**src/rtl/shift_pkg.sv**
```systemverilog
// Shared definitions for the shift_left_by_cnt denormalizer.
//   WIDTH   : data width in bits
//   CNT_W   : shift-count width in bits
//   REM_W   : width of the remaining-shift counter (holds 0..WIDTH)
//   state_t : controller states
package shift_pkg;

  localparam int WIDTH = 8;
  localparam int CNT_W = 4;
  localparam int REM_W = $clog2(WIDTH + 1);

  typedef enum logic [1:0] {
    IDLE  = 2'd0,
    SHIFT = 2'd1,
    DONE  = 2'd2
  } state_t;

endpackage

```
**src/rtl/shift_left_by_cnt_if.sv**
```systemverilog
// Request/result bundle for shift_left_by_cnt.
//   start   : request, sampled when the block is idle or done
//   dat     : operand, captured with start
//   cnt     : requested shift count, captured with start
//   busy    : high while shifting
//   done    : one-cycle pulse, result valid
//   dat_out : result register, held until the next completion
//   ovf     : sticky "a 1 was shifted out" flag (0 unless SHIFT_OVF_EN)
// master drives the request side, slave is the shifter.
interface shift_left_by_cnt_if;
  import shift_pkg::*;

  logic             start;
  logic [WIDTH-1:0] dat;
  logic [CNT_W-1:0] cnt;
  logic             busy;
  logic             done;
  logic [WIDTH-1:0] dat_out;
  logic             ovf;

  modport master (output start, dat, cnt,
                  input  busy, done, dat_out, ovf);
  modport slave  (input  start, dat, cnt,
                  output busy, done, dat_out, ovf);
endinterface

```
**src/rtl/shift_left_by_cnt.sv**
```systemverilog
// Sequential denormalizer: shifts the captured operand left one bit per
// clock for min(cnt, WIDTH) clocks, then presents the result with a
// one-cycle done pulse. Rebuilds a value from its odd residue and the
// trailing-zero count.
//
// Ports:
//   clk   : rising-edge clock
//   rst_n : asynchronous active-low reset
//   bus   : shift_left_by_cnt_if.slave (start/dat/cnt in,
//           busy/done/dat_out/ovf out)
//
// Build option: define SHIFT_OVF_EN to build the sticky overflow flag;
// without it ovf is constant 0.
//
// state | meaning
// ------+------------------------------------------------------------
// IDLE  | waiting for start
// SHIFT | shifting, rem_q shifts still to go (busy=1)
// DONE  | one-cycle result-valid pulse (done=1); start accepted here too
module shift_left_by_cnt
  import shift_pkg::*;
(
  input  logic               clk,
  input  logic               rst_n,
  shift_left_by_cnt_if.slave bus
);

  state_t           state_q, state_d;
  logic [WIDTH-1:0] sh_q, sh_d;
  logic [REM_W-1:0] rem_q, rem_d;
  logic [WIDTH-1:0] dat_out_q, dat_out_d;
  logic [REM_W-1:0] eff;
  logic             accept;

  // Counts beyond WIDTH shift everything out, so they are clamped.
  always_comb begin
    if (int'(bus.cnt) > WIDTH) eff = REM_W'(WIDTH);
    else                       eff = REM_W'(bus.cnt);
  end

  assign accept = bus.start && (state_q != SHIFT);

  always_comb begin
    state_d   = state_q;
    sh_d      = sh_q;
    rem_d     = rem_q;
    dat_out_d = dat_out_q;
    unique case (state_q)
      IDLE, DONE: begin
        state_d = IDLE;
        if (accept) begin
          sh_d  = bus.dat;
          rem_d = eff;
          if (eff == '0) begin
            state_d   = DONE;
            dat_out_d = bus.dat;
          end else begin
            state_d = SHIFT;
          end
        end
      end
      SHIFT: begin
        sh_d  = {sh_q[WIDTH-2:0], 1'b0};
        rem_d = rem_q - 1'b1;
        if (rem_q == REM_W'(1)) begin
          state_d   = DONE;
          dat_out_d = {sh_q[WIDTH-2:0], 1'b0};
        end
      end
      default: state_d = IDLE;
    endcase
  end

  always_ff @(posedge clk or negedge rst_n) begin
    if (!rst_n) begin
      state_q   <= IDLE;
      sh_q      <= '0;
      rem_q     <= '0;
      dat_out_q <= '0;
    end else begin
      state_q   <= state_d;
      sh_q      <= sh_d;
      rem_q     <= rem_d;
      dat_out_q <= dat_out_d;
    end
  end

  assign bus.busy    = (state_q == SHIFT);
  assign bus.done    = (state_q == DONE);
  assign bus.dat_out = dat_out_q;

`ifdef SHIFT_OVF_EN
  logic ovf_q, ovf_d;

  // Cleared by each accepted request, set by any outgoing MSB of 1.
  always_comb begin
    ovf_d = ovf_q;
    if (accept)                                 ovf_d = 1'b0;
    else if (state_q == SHIFT && sh_q[WIDTH-1]) ovf_d = 1'b1;
  end

  always_ff @(posedge clk or negedge rst_n) begin
    if (!rst_n) ovf_q <= 1'b0;
    else        ovf_q <= ovf_d;
  end

  assign bus.ovf = ovf_q;
`else
  assign bus.ovf = 1'b0;
`endif

endmodule

```
**src/flat_wrapper.sv**
```systemverilog
// flat-port wrapper written by rule: the top's interface ports become plain ports
module shift_left_by_cnt_flat import shift_pkg::*;
  (clk, rst_n, bus_start, bus_dat, bus_cnt, bus_busy, bus_done, bus_dat_out, bus_ovf);
  shift_left_by_cnt_if bus_i ();
  input  logic clk;
  input  logic rst_n;
  input wire logic [$bits(bus_i.start)-1:0] bus_start;
  input wire logic [$bits(bus_i.dat)-1:0] bus_dat;
  input wire logic [$bits(bus_i.cnt)-1:0] bus_cnt;
  output wire logic [$bits(bus_i.busy)-1:0] bus_busy;
  output wire logic [$bits(bus_i.done)-1:0] bus_done;
  output wire logic [$bits(bus_i.dat_out)-1:0] bus_dat_out;
  output wire logic [$bits(bus_i.ovf)-1:0] bus_ovf;
  assign bus_i.start = bus_start;
  assign bus_i.dat = bus_dat;
  assign bus_i.cnt = bus_cnt;
  assign bus_busy = bus_i.busy;
  assign bus_done = bus_i.done;
  assign bus_dat_out = bus_i.dat_out;
  assign bus_ovf = bus_i.ovf;
  shift_left_by_cnt u_core (.clk(clk), .rst_n(rst_n), .bus(bus_i));
endmodule
```
**config.mk**
```make
export PLATFORM = sky130hd
export DESIGN_NAME = shift_left_by_cnt_flat
export DESIGN_NICKNAME = d
export VERILOG_FILES = /design/src/rtl/shift_pkg.sv /design/src/rtl/shift_left_by_cnt_if.sv /design/src/rtl/shift_left_by_cnt.sv /design/src/flat_wrapper.sv
export SDC_FILE = /design/constraint.sdc
export NUM_CORES = 1
export LEC_CHECK = 0
export CAP_MARGIN = 30
export CORE_MARGIN = 4
export CORE_UTILIZATION = 51
export CTS_BUF_LIST = sky130_fd_sc_hd__clkbuf_4
export CTS_CLUSTER_DIAMETER = 150
export DETAILED_ROUTE_END_ITERATION = 8
export PLACE_DENSITY = 0.92
export SLEW_MARGIN = 20
export SYNTH_ARGS = -nofsm -noshare
export SYNTH_HDL_FRONTEND = slang
export SYNTH_SLANG_ARGS = --single-unit
export TNS_END_PERCENT = 20
```
**constraint.sdc**
```tcl
create_clock -name clk -period 2.1 [get_ports clk]
set_input_delay 0.315 -clock clk [delete_from_list [all_inputs] [get_ports clk]]
set_output_delay 0.315 -clock clk [all_outputs]
set_load 0.01 [all_outputs]
```
Word-level counts from Yosys, hierarchy flattened
Cells that the tools add are included.
{ "op_classes": {"n_reduce_logical": 7, "add_sub_neg": 1, "n_eq_ne": 7, "mux": 13, "order_cmp": 1} }
{ "op_table": {"columns": ["operator", "n"], "rows": [
  ["2-to-1 mux 8 bit", 3],
  ["case mux 8 bit (2 select lines)", 1],
  ["case mux 7 bit (2 select lines)", 1],
  ["2-to-1 mux 4 bit", 2],
  ["!= test 2 x 1 -> 1 bit (second input constant)", 4],
  ["case mux 4 bit (2 select lines)", 1],
  ["2-to-1 mux 7 bit", 1],
  ["2-to-1 mux 2 bit", 3],
  ["equality test 4 x 1 -> 1 bit (second input constant)", 1],
  ["greater-than comparator 4 bit (second input constant)", 1],
  ["zero test 4 bit", 1],
  ["case mux 2 bit (2 select lines)", 1],
  ["AND reduction 4 bit", 1],
  ["subtractor 4 x 1 -> 4 bit (second input constant)", 1],
  ["equality test 2 x 1 -> 1 bit (second input constant)", 1],
  ["equality test 2 bit (second input constant)", 1],
  ["zero test 2 bit", 1],
  ["AND reduction 2 bit", 1],
  ["nonzero test 2 bit", 1],
  ["OR reduction 2 bit", 1],
  ["logical AND 1 bit", 1]
]} }
{ "word_totals": {"output_inout_bits": 11, "word_cells": 33, "ff_bits": 21, "inputBits": 15} }

Longest topological paths before layout
{ "logic_depth": {"ltp_word": 6, "mapped_depth": 6, "ltp_nobuf": 5} }

Worst setup path after synthesis
OpenSTA, ideal clock, no wires.
{ "synth_timing": {"path_kind": "register -> register", "start": "register u_core.rem_q[1]", "end": "register u_core.dat_out_q[0], in the netlist u_core.bus.dat_out[0]", "stages_incl_launch_ff": 7, "t_arrival_ns": 1.385, "setup_slack_ns": 0.590, "n_path_buf": 1, "cell_sequence": "dfrtp_1 > inv_1 > ha_1 > nor3b_1 > a22o_1 > buf_6 > mux2_4"} }
{ "synth_via": {"elab_chain_len": 3} }
{ "synth_rtl": {"columns": ["item", "line_no", "text"], "rows": [
  ["start, declared", "shift_left_by_cnt.sv:30", "logic [REM_W-1:0] rem_q, rem_d;"],
  ["start signal, assigned", "shift_left_by_cnt.sv:83", "rem_q <= rem_d;"],
  ["equality test 4 x 1 -> 1 bit", "shift_left_by_cnt.sv:65", "if (rem_q == REM_W'(1)) begin"],
  ["!= test 2 x 1 -> 1 bit (no source line)", null, null],
  ["AND reduction 4 bit (no source line)", null, null],
  ["end signal, assigned", "shift_left_by_cnt.sv:84", "dat_out_q <= dat_out_d;"],
  ["end, declared", "shift_left_by_cnt.sv:31", "logic [WIDTH-1:0] dat_out_q, dat_out_d;"]
]} }
Every way passes these cells.
A chain may end at the register's enable or synchronous reset.

Worst setup path after layout
{ "layout_timing": {"start": "register u_core.state_q[0]", "end": "output bus_busy"} }
{ "layout_via": {"elab_chain_len": 1} }
{ "layout_rtl": {"columns": ["item", "line_no", "text"], "rows": [
  ["start, declared", "shift_left_by_cnt.sv:28", "state_t state_q, state_d;"],
  ["start signal, assigned", "shift_left_by_cnt.sv:81", "state_q <= state_d;"],
  ["equality test 2 x 1 -> 1 bit", "shift_left_by_cnt.sv:88", "assign bus.busy = (state_q == SHIFT);"],
  ["end, declared", "flat_wrapper.sv:10", "output wire logic [$bits(bus_i.busy)-1:0] bus_busy;"]
]} }
Every way passes these cells.

==> metrics.md <==
| Metric | Value |
|---|---|
| Initial antenna violation count | `0` |
| Cts bufs inserted | `3` |
| Crit start category | `flip-flop` |
| Reg2reg path depth | `4` |
| WP data required | `1.78 ns` |
| Post-DP HPWL | `roughly 1600 µm` |
| Leakage | `0.000631 µW` |
| Synth Instances | `approximately 90` |
| Io pins | `26` |
| CTS tree | `yes` |
| Hold Crit Class | `primary input to asynchronous set/reset pin` |
| Comb pwr share | `between 50 and 60%` |
| Bufs and invs on worst path | `1` |
| Commonest cells after routing, fill and taps aside | `24 x clkdlybuf4s50_1, 21 x dfrtp_1, 8 x mux2_4, 7 x mux2_2, 7 x nand2_1` |
| CTS Hold Bufs | `0` |
| Fmax | `~520 MHz` |
| WL final | `approximately 2200 µm` |
| Initial Util | `54.8%` |
| Final period util | `91.3%` |
| Final hold violations | `0` |
| R2R Setup Slk | `0.40 ns` |
| Sinks on Clock Net | `21` |
| Via count | `between 700 and 800` |
| Setup violators final | `0` |
| Pint | `between 1000 and 1500 µW` |
| Fraction of layout cells with a size suffix above 1 | `between 20% and 30%` |
| # H-tree levels | `1` |
| Critical Path Fanout Max | `7` |
| GRT Resource Usage Total | `between 10% and 20%` |
| GP Congestion | `0.801` |
| Core Footprint | `0.00202 mm²` |
| # resized after CTS | `0` |
| Rows | `16` |
| Worst vdd ir | `0.761 mV` |
| GRT overflow | `0` |
| Clk network pwr share | `between 10% and 20%` |
| Cell variety after synth | `30` |
| Clock transition at the registers of the reported paths | `~0.12 ns` |
| Pre-Repair DR Iteration Count | `4` |
| Die width | `approximately 55 µm` |
| Post-synthesis mux area share | `23.4%` |
| Diode count | `0` |
| Die ar. | `roughly 0.0030 mm²` |
| Reg power frac | `38.8%` |
| Seq/Total Area, Yosys | `47.4%` |
| Post-layout min period | `between 1.5 and 2 ns` |
| Syn. warnings | `0` |
| Status | `finished, final reports clean` |
| Simple-gate share of the synthesized area | `about 11%` |
| Kind of cell adding the most delay to the critical path | `buffers and inverters` |
| Max Cap Viol | `0` |
| Switching share of power | `roughly a third` |
| Post-synthesis adder-cell area fraction | `under 10%` |
| Antenna-violating nets left | `0` |
| RSZ-0062 raised after global routing | `no` |
| Port Buffers | `24` |
| Mapped cell area | `~0.0011 mm²` |
| R2R Path End | `u_core.bus.dat_out[5]` |
| Commonest non-fill, non-tap cell in the layout | `clkdlybuf4s50_1` |
| First-pass GRT wire length | `3610 µm` |
| CP endpoint kind | `output pin` |
| Clock skew | `roughly 0.013 ns` |
| Post-Syn Nets | `108` |
| Critical-path cell list | `nor2b_4 -> clkdlybuf4s50_1` |
| Pwr/cell area | `between 1000 and 1500 mW/mm²` |
| Crit Path Category | `flip-flop to output pin` |
| Layout Nets | `between 100 and 150` |
| Post-layout util | `approximately 70%` |
| Largest family of logic cells by synthesized area | `multiplexers` |
| Die H | `54.6 µm` |
| Critical Path AT | `1.60 ns` |
| Via/cell ratio | `about 5.4` |
| Final Slew Violations | `0` |
| Post-CTS Setup Inserts | `0` |
| DRC viols | `0` |
| Critical-path top delay cell | `clkdlybuf4s50_1` |
| Switching power | `roughly 630 µW` |
| Initial DRC count | `10` |
| Critical Path Max Stage Delay | `between 0.5 and 0.6 ns` |
| Clk_lat worst skew | `0.30 ns` |
| Number of global-route vias before repair | `between 700 and 800` |
| Fin Setup TNS | `0 ns` |
| P&R area growth vs syn | `27.4%` |
| Worst r2r src | `u_core.state_q[0]` |
| Routed len/inst | `15.1 µm` |
| Clk root buf | `clkbuf_4` |
| Largest net degree at the start of global routing | `22` |
| Fillers | `157` |
| XOR/XNOR share of the synthesized area | `0%` |
| Compound-cell area share of the yosys netlist | `slightly below 10%` |
| Avg Cell Area, Syn | `12.2 µm²` |
| Synth Register Bits | `21` |
| CTS Buffer Depth | `2` |
[power by group through the flow]
| stage | registers (µW) | logic (µW) | clock network, µW |
|---|---|---|---|
| 3_3_place_gp | 695 | 881 | 0 |
| 3_5_place_dp | 701 | 911 | 0 |
| 2_1_floorplan | 700 | 598 | 0 |
| 6_report | 698 | 910 | 192 |
| 4_1_cts | 698 | 917 | 196 |
| 5_1_grt | 724 | 995 | 218 |
[worst register-to-register path, stage by stage, from the launching register on]
cell,delay [ns]
dfrtp_1,0.46
nor2b_4,0.26
buf_4,0.24
mux2_2,0.35
mux2_4,0.26
[routing by layer]
metal	vias to the layer above	wire length (µm)	track usage, %
met4	0	35	7.47
li1	377	-	-
met5	-	0	0
met3	4	156	3.81
met1	371	1010	25.7
met2	31	983	25.0
[registers in the layout (all words and copies together), names as in the netlist]
signal	cells
u_core.bus.dat_out	8
u_core.sh_q	7
u_core.rem_q	4
u_core.state_q	2
[per-stage QoR]
stage | instances | worst slack (ns) | cell area [µm²] | hold WS, ns | power, µW
final | 145 | 0.183 | 1410 | 0.341 | 1800
after global routing | 145 | 0.0936 | 1410 | 0.352 | 1940
after CTS | 145 | 0.177 | 1410 | 0.347 | 1810
after global placement | 141 | 0.224 | 1390 | 0.477 | 1580
after floorplan | 91 | 0.590 | 1110 | 0.0194 | 1300
after detailed placement | 141 | 0.160 | 1390 | 0.499 | 1610
[synth_stat cells, drive strengths merged]
cell    number  share of area (%)
nand2b       1               0.56
a311oi       1               0.79
nor3         1               0.45
a221o        1               0.90
ha           2                2.3
a21oi        1               0.45
o22ai        1               0.56
a32oi        1               0.79
nor3b        3                2.5
nor2         2               0.68
dfrtp       21                 47
nor4         1               0.56
a211oi       2                1.4
o21ai        6                2.7
a211o        1               0.79
a22o         2                1.6
buf          6                4.3
nand2        7                2.4
nor2b        3                2.4
nor4bb       1               0.90
mux2i        6                5.4
mux2        15                 18
conb         1               0.34
inv          4                1.4
and2b        1               0.68
[area by class of cell]
type | instances | area, µm² | area share, %
Sequential cell | 21 | 526 | 37.2
Inverter | 4 | 15.0 | 1.06
Multi-Input combinational cell | 60 | 520 | 36.8
Timing Repair Buffer | 29 | 290 | 20.5
Tap cell | 27 | 33.8 | 2.39
Clock buffer | 3 | 22.5 | 1.59
Clock inverter | 1 | 5.00 | 0.354
[worst max path at each step]
stage	from	endpoint	slack (ns)	cells past startpoint
floorplan	u_core.rem_q[1]	u_core.bus.dat_out[0]	0.59	6
global placement	bus_start	u_core.bus.dat_out[4]	0.22	5
detailed placement	bus_start	u_core.bus.dat_out[5]	0.16	5
CTS	u_core.state_q[0]	bus_busy	0.18	2
global route	u_core.state_q[0]	bus_busy	0.09	2
finish	u_core.state_q[0]	bus_busy	0.18	2
[cells by family after synthesis]
group,Yosys count
flops,21
fa+ha+maj,2
compound gates,16
simple gates,20
other cells,1
mux,21
buf+inv,10
Note: power is estimated with default switching activity, not from simulation.
